<file path="config.mk">
export PLATFORM = sky130hd
export DESIGN_NAME = reaction_round_ctrl
export DESIGN_NICKNAME = d
export VERILOG_FILES = /design/src/rtl/reaction_round_ctrl.sv
export SDC_FILE = /design/constraint.sdc
export NUM_CORES = 1
export LEC_CHECK = 0
export ABC_CLOCK_PERIOD_IN_PS = 3500
export BUFFER_PORTS_ARGS = -buffer_cell sky130_fd_sc_hd__buf_2
export CORE_MARGIN = 2
export CORE_UTILIZATION = 50
export CTS_CLUSTER_DIAMETER = 40
export CTS_CLUSTER_SIZE = 40
export DETAILED_ROUTE_END_ITERATION = 12
export GPL_TIMING_DRIVEN = 0
export PLACE_DENSITY_LB_ADDON = 0.3
export SYNTH_ARGS = -nofsm -noshare
export SYNTH_HDL_FRONTEND = slang
export SYNTH_SLANG_ARGS = --single-unit
</file>
<file path="constraint.sdc">
create_clock -name clk -period 3.5 [get_ports clk]
set_input_delay 0.7 -clock clk [delete_from_list [all_inputs] [get_ports clk]]
set_output_delay 0.7 -clock clk [all_outputs]
set_load 0.02 [all_outputs]
</file>
<file path="src/rtl/reaction_round_ctrl.sv">
// Reaction-time game round controller: random pre-GO delay, false-start detection,
// reaction measurement in ms ticks with a timeout ceiling of MAX_MS.
//
//   state            | meaning
//   S_IDLE           | no round since reset
//   S_WAIT           | counting the random pre-GO delay; any react is a false start
//   S_GO             | GO lamp lit, counting reaction ms up to MAX_MS
//   S_DONE_OR_EARLY  | result held; r_early selects EARLY vs DONE
module reaction_round_ctrl #(
  parameter logic [15:0] MAX_MS = 16'd9999
) (
  input  logic        clk,
  input  logic        rst,
  input  logic        tick,
  input  logic        start,
  input  logic        react,
  input  logic [15:0] delay_target,
  output logic        busy,
  output logic        led_go,
  output logic        done,
  output logic        early,
  output logic        timeout,
  output logic [15:0] reaction_ms
);

  typedef enum logic [1:0] {
    S_IDLE,
    S_WAIT,
    S_GO,
    S_DONE_OR_EARLY
  } state_t;

  state_t      r_state, w_state_nxt;
  logic [15:0] r_ms_cnt, w_ms_cnt_nxt;
  logic [15:0] r_tgt, w_tgt_nxt;
  logic [15:0] r_reaction_ms, w_reaction_ms_nxt;
  logic        r_early, w_early_nxt;
  logic        r_timeout, w_timeout_nxt;
  logic [15:0] w_cmp_ref;
  logic        w_match;

  // One shared comparator: delay target while waiting, ceiling while in GO.
  assign w_cmp_ref = (r_state == S_GO) ? MAX_MS : r_tgt;
  assign w_match   = &(r_ms_cnt ~^ w_cmp_ref);

  always_ff @(posedge clk) begin
    if (rst) begin
      r_state       <= S_IDLE;
      r_ms_cnt      <= '0;
      r_tgt         <= '0;
      r_reaction_ms <= '0;
      r_early       <= 1'b0;
      r_timeout     <= 1'b0;
    end else begin
      r_state       <= w_state_nxt;
      r_ms_cnt      <= w_ms_cnt_nxt;
      r_tgt         <= w_tgt_nxt;
      r_reaction_ms <= w_reaction_ms_nxt;
      r_early       <= w_early_nxt;
      r_timeout     <= w_timeout_nxt;
    end
  end

  always_comb begin
    w_state_nxt       = r_state;
    w_ms_cnt_nxt      = r_ms_cnt;
    w_tgt_nxt         = r_tgt;
    w_reaction_ms_nxt = r_reaction_ms;
    w_early_nxt       = r_early;
    w_timeout_nxt     = r_timeout;
    case (r_state)
      S_IDLE, S_DONE_OR_EARLY: begin
        if (start) begin
          w_state_nxt   = S_WAIT;
          w_tgt_nxt     = delay_target;
          w_ms_cnt_nxt  = '0;
          w_early_nxt   = 1'b0;
          w_timeout_nxt = 1'b0;
        end
      end
      S_WAIT: begin
        if (react) begin
          w_state_nxt   = S_DONE_OR_EARLY;
          w_early_nxt   = 1'b1;
          w_timeout_nxt = 1'b0;
        end else if (w_match) begin
          w_state_nxt  = S_GO;
          w_ms_cnt_nxt = '0;
        end else if (tick) begin
          w_ms_cnt_nxt = r_ms_cnt + 16'd1;
        end
      end
      S_GO: begin
        if (react) begin
          w_state_nxt       = S_DONE_OR_EARLY;
          w_early_nxt       = 1'b0;
          w_timeout_nxt     = 1'b0;
          w_reaction_ms_nxt = r_ms_cnt;
        end else if (w_match) begin
          w_state_nxt       = S_DONE_OR_EARLY;
          w_early_nxt       = 1'b0;
          w_timeout_nxt     = 1'b1;
          w_reaction_ms_nxt = MAX_MS;
        end else if (tick) begin
          w_ms_cnt_nxt = r_ms_cnt + 16'd1;
        end
      end
      default: w_state_nxt = S_IDLE;
    endcase
  end

  assign busy        = (r_state == S_WAIT) || (r_state == S_GO);
  assign led_go      = (r_state == S_GO);
  assign done        = (r_state == S_DONE_OR_EARLY) && !r_early;
  assign early       = (r_state == S_DONE_OR_EARLY) && r_early;
  assign timeout     = (r_state == S_DONE_OR_EARLY) && !r_early && r_timeout;
  assign reaction_ms = r_reaction_ms;

endmodule

</file>
Word level (Yosys, flattened, before mapping)
Index checks and enable logic that the tools add are counted.
- register bits after elaboration: 52
- output and inout port bits: 21
- add/sub/neg operators: 1
- equality and inequality tests: 10
- muxes and demuxes: 25
- bitwise logic cells: 1
- reduce and logical (&&, ||, !) cells: 14
- operators with widths (operator ; number):
    $mux 16 ; 9
    $pmux 16 s3 ; 1
    $add 16x1->16 const B ; 1
    $reduce_and 16->1 ; 1
    $xnor 16x16->16 ; 1
    $mux 2 ; 5
    $ne 2x2->1 const B ; 5
    $mux 1 ; 7
    $pmux 1 s3 ; 2
    $pmux 2 s3 ; 1
    $reduce_and 3->1 ; 2
    $eq 2x2->1 const B ; 2
    $reduce_and 2->1 ; 2
    $reduce_and 4->1 ; 1
    $logic_and 1x1->1 ; 3
    $ne 3x2->1 const B ; 1
    $ne 3x3->1 const B ; 1
    $eq 2x1->1 const B ; 1
    $logic_not 2->1 ; 1
    $reduce_bool 2->1 ; 1
    $reduce_or 2->1 ; 1
    $logic_not 1->1 ; 1
    $logic_or 1x1->1 ; 1

Longest topological paths before layout
- word-level depth: 7
- mapped depth: 11
- mapped depth without buffers: 9

Worst setup path before layout
No wires, ideal clock.
- kind: register to register
- start: reg r_state[0]
- end: reg r_ms_cnt[0]
- arrival time: 2.701 ns
- required time: 3.378 ns
- path slack: 0.677 ns
- stages on the path, launching flop included: 10
- path buffers: 1
- period minus slack after synthesis: 2.823 ns
- cell sequence: dfxtp_1 inv_1 ha_1 clkbuf_2 or4_1 a32o_1 o41ai_4 a21oi_2 and3_1 a311o_1
- cells in the longest elaborated chain, start to end: 7
- elaborated cells on any way between the ends: 16
- those cells by class: eq/ne: 7; mux: 4; bitwise: 1; reduce/logical: 4
- ends and longest elaborated chain (element ; RTL line ; source):
    start, declared ; 33 ; state_t r_state, w_state_nxt;
    start signal, assigned ; 55 ; r_state <= w_state_nxt;
    $eq 2x2->1 (*) ; n/a ;
    via led_go ; 19 ; output logic led_go,
    $mux 16 ; 43 ; assign w_cmp_ref = (r_state == S_GO) ? MAX_MS : r_tgt;
    $xnor 16x16->16 ; 44 ; assign w_match = &(r_ms_cnt ~^ w_cmp_ref);
    $reduce_and 16->1 ; 44 ;
    $mux 16 ; 86 ; end else if (w_match) begin
    $mux 16 ; 82 ; if (react) begin
    $pmux 16 s3 ; 71 ; case (r_state)
    end signal, assigned ; 56 ; r_ms_cnt <= w_ms_cnt_nxt;
    end, declared ; 34 ; logic [15:0] r_ms_cnt, w_ms_cnt_nxt;
The timed path passes the listed nets; every way through them passes the cells marked *. The select of a mux whose other input is x is not followed.
A chain may end at the register's enable or synchronous reset.

Final worst setup path
- start: reg r_state[0]
- end: reg r_reaction_ms[14], in the netlist reaction_ms[14]
- cells in the longest elaborated chain, start to end: 6
- ends and longest elaborated chain (element ; RTL line ; source):
    $eq 2x2->1 (*) ; 43, 71 ;
    $mux 16 ; 43 ;
    $xnor 16x16->16 ; 44 ;
    $reduce_and 16->1 ; 44 ;
    $reduce_bool 2->1 (no line) ; n/a ;
    $reduce_and 2->1 (no line) (*) ; n/a ;
    end signal, assigned ; 58 ; r_reaction_ms <= w_reaction_ms_nxt;
    end, declared ; 36 ; logic [15:0] r_reaction_ms, w_reaction_ms_nxt;
Mark *: on every way between the ends. The rest lies on a longest branch, timed or not.

==> run metrics <==
Congestion Overflow GR 0; initial antenna violation count 0; DRT Pass-1 Iters 5; vias per inst ~5.8; Final Max Slew Viols 0; Top FF cell, synth dfxtp_1; Die Ht 77.7 um; Max-Cap Viols 0; Non-Filler Instances around 450; critical path arrival between 3 and 4 ns; Post-Synthesis Net Count 354; Slew Limit Headroom a little under three fifths; EDFF count, synth 0; IO Pins 42; final WL 6450 um; setup slack, reg-to-reg 0.39 ns; met3 WL post-DR about 330 um; Peak supply drop about 0.38 mV; Syn. warnings 0; Mapped Avg Cell Area 8.26 um2; Skew-Pair Late Insertion Delay around 0.31 ns; Seq/Total Area, Yosys roughly two fifths; Synth Cell Area roughly 2700 um2; Synth Register Bits 52; R2R cell count 9; Worst Path Max Fanout 10; fmax 0.321 GHz; reg-to-reg startpoint r_state[0]; RSZ-0062 raised after global routing false; Worst setup SP type flop; # diodes 0; Final Setup Violations 0; Post-CTS Repair Setup Buffers 0; pwr dens between 500 and 600 nW/um2; total negative slack 0 ns; worst-margin pin slew 0.659 ns; share of flip-flops with an asynchronous set or reset 0%; commonest non-fill, non-tap cell in the layout nand2_1; hold path depth 2; area grow syn2layout 14.1%; wire length on met2 3070 um; crit end category flop; clock slew seen by the registers of the worst setup and hold paths about 0.09 ns; Initial Utilization between 50% and 60%; Worst path slowest cell o41ai_4; hold path start r_tgt[13]; nets@finish around 400; share of cells above drive strength 1 18.6%; commonest non-fill, non-tap cells in the layout nand2_1 (54), dfxtp_1 (52), buf_2 (47); Hold Fails Final Rpt 0; TritonCTS Buffers 5; Die Wd between 70 and 80 um; Placed Cells ~440; die footprint just over 6000 um2; status complete, no violations; WP data required roughly 3.7 ns; Post-DRT Antenna Nets 0; post-cts sizing count 0; crit-path cells inv_1 -> ha_1 -> clkbuf_2 -> or4_1 -> a32o_1 -> o41ai_4 -> nand2_1 -> a22oi_1 -> nor2_1; Largest stage delay, worst path roughly 0.67 ns; H-Tree Depth 2; Crit. Startpoint r_state[0]; Initial DRC Count 220; vias in the first global route around 2400; delay-heaviest family, CP compound AO/OA/AOI/OAI gates; CTS sink cnt 52; Setup CP Type reg -> reg; gp weighted congestion 0.940; Fin Clk Skew about 0.0055 ns; Netlist cell types 53; routed len/inst approximately 14 um; Leak around 1.3 nW; wl on met1 roughly 3000 um; Buf+Inv Stages, Crit Path 2; CTS Hold Bufs 0; top sig layer met4; clock tree buffer depth 2; fin crit share 89.0%; Reg-to-Reg End reaction_ms[14]; Final HPWL DP ~4700 um; Port Buf Inserts 40; All-Layer GR Usage approximately 22%; Synth Instances between 300 and 400; TritonCTS clock tree built; Hold EP r_tgt[13]; DRC 0; first-pass GRT wire length about 11000 um; worst hold path type reg -> reg; CTS Root Cell clkbuf_8; largest net degree at the start of global routing 15; Std-Cell Rows 26; final worst path period need 3.11 ns; core box area 5170 um2; vias post-DR 2568
worst min-delay path, cell delays in order, from the launching register on:
cell and delay, ns:
dfxtp_1 0.33, nand2_1 0.05, a21oi_1 0.05
layout make-up:
cell class | instances | area, um2
Inverter | 7 | 26.3
Multi-Input combinational cell | 247 | 1540
Fill cell | 489 | 2070
Tap cell | 70 | 87.6
Timing Repair Buffer | 40 | 200
Clock buffer | 7 | 96.3
Sequential cell | 52 | 1040
Buffer | 23 | 111
synth_stat cells (7+ instances only):
master | number | area share [%]
nand2_1 | 54 | 7.5
dfxtp_1 | 52 | 38
nor2_1 | 27 | 3.7
a21oi_1 | 26 | 4.8
clkbuf_1 | 13 | 1.8
xor2_1 | 9 | 2.9
a22oi_1 | 8 | 2.2
nand3_1 | 8 | 1.5
o221a_2 | 8 | 3.3
buf_2 | 7 | 1.3
or4_1 | 7 | 1.9
how the worst max path moves through the flow:
stage | slack, ns | endpoint | cells after the start
final | 0.39 | reaction_ms[14] | 9
after global routing | 0.19 | reaction_ms[14] | 9
after CTS | 0.41 | reaction_ms[14] | 9
after detailed placement | 0.44 | reaction_ms[14] | 9
after global placement | 0.45 | reaction_ms[14] | 9
after floorplan | 0.68 | r_ms_cnt[0] | 9
power breakdown:
part	total, W	leakage, nW	switching (W)	internal [W]
Sequential	0.000732	0.422	0.0000662	0.000666
Clock	0.000365	0.0503	0.000189	0.000176
Combinational	0.000687	0.787	0.000440	0.000247
kinds of logic after synthesis:
logic type | count (synthesis) | share of synthesized area (%)
flip-flops | 52 | 38.3
AND/OR/NAND/NOR | 138 | 25.0
XOR/XNOR | 15 | 4.83
buffers and inverters | 30 | 5.06
adder cells (fa/ha/maj) | 4 | 1.84
AO/OA/AOI/OAI | 90 | 25.0
flip-flops by register name, indices dropped and copies added, names as in the netlist:
name	cells
r_tgt	16
r_early	1
reaction_ms	16
r_state	2
r_timeout	1
r_ms_cnt	16
routing by layer:
layer / vias up / track usage (%)
met1: 1183 / 27.7
met2: 79 / 38.4
met5: - / 0
met3: 18 / 4.19
li1: 1288 / -
met4: 0 / 7.86
stage by stage:
stage	util, %	hold WS, ns	setup slack (ns)	area (um2)	power, W
floorplan	-	0.441	0.677	2720	0.00126
finish	60.0	0.472	0.386	3100	0.00178
global placement	58.1	0.455	0.450	3010	0.00142
global route	60.0	0.517	0.185	3100	0.00189
detailed placement	58.1	0.464	0.439	3010	0.00143
CTS	60.0	0.476	0.407	3100	0.00179
(Power assumes the default switching activity.)
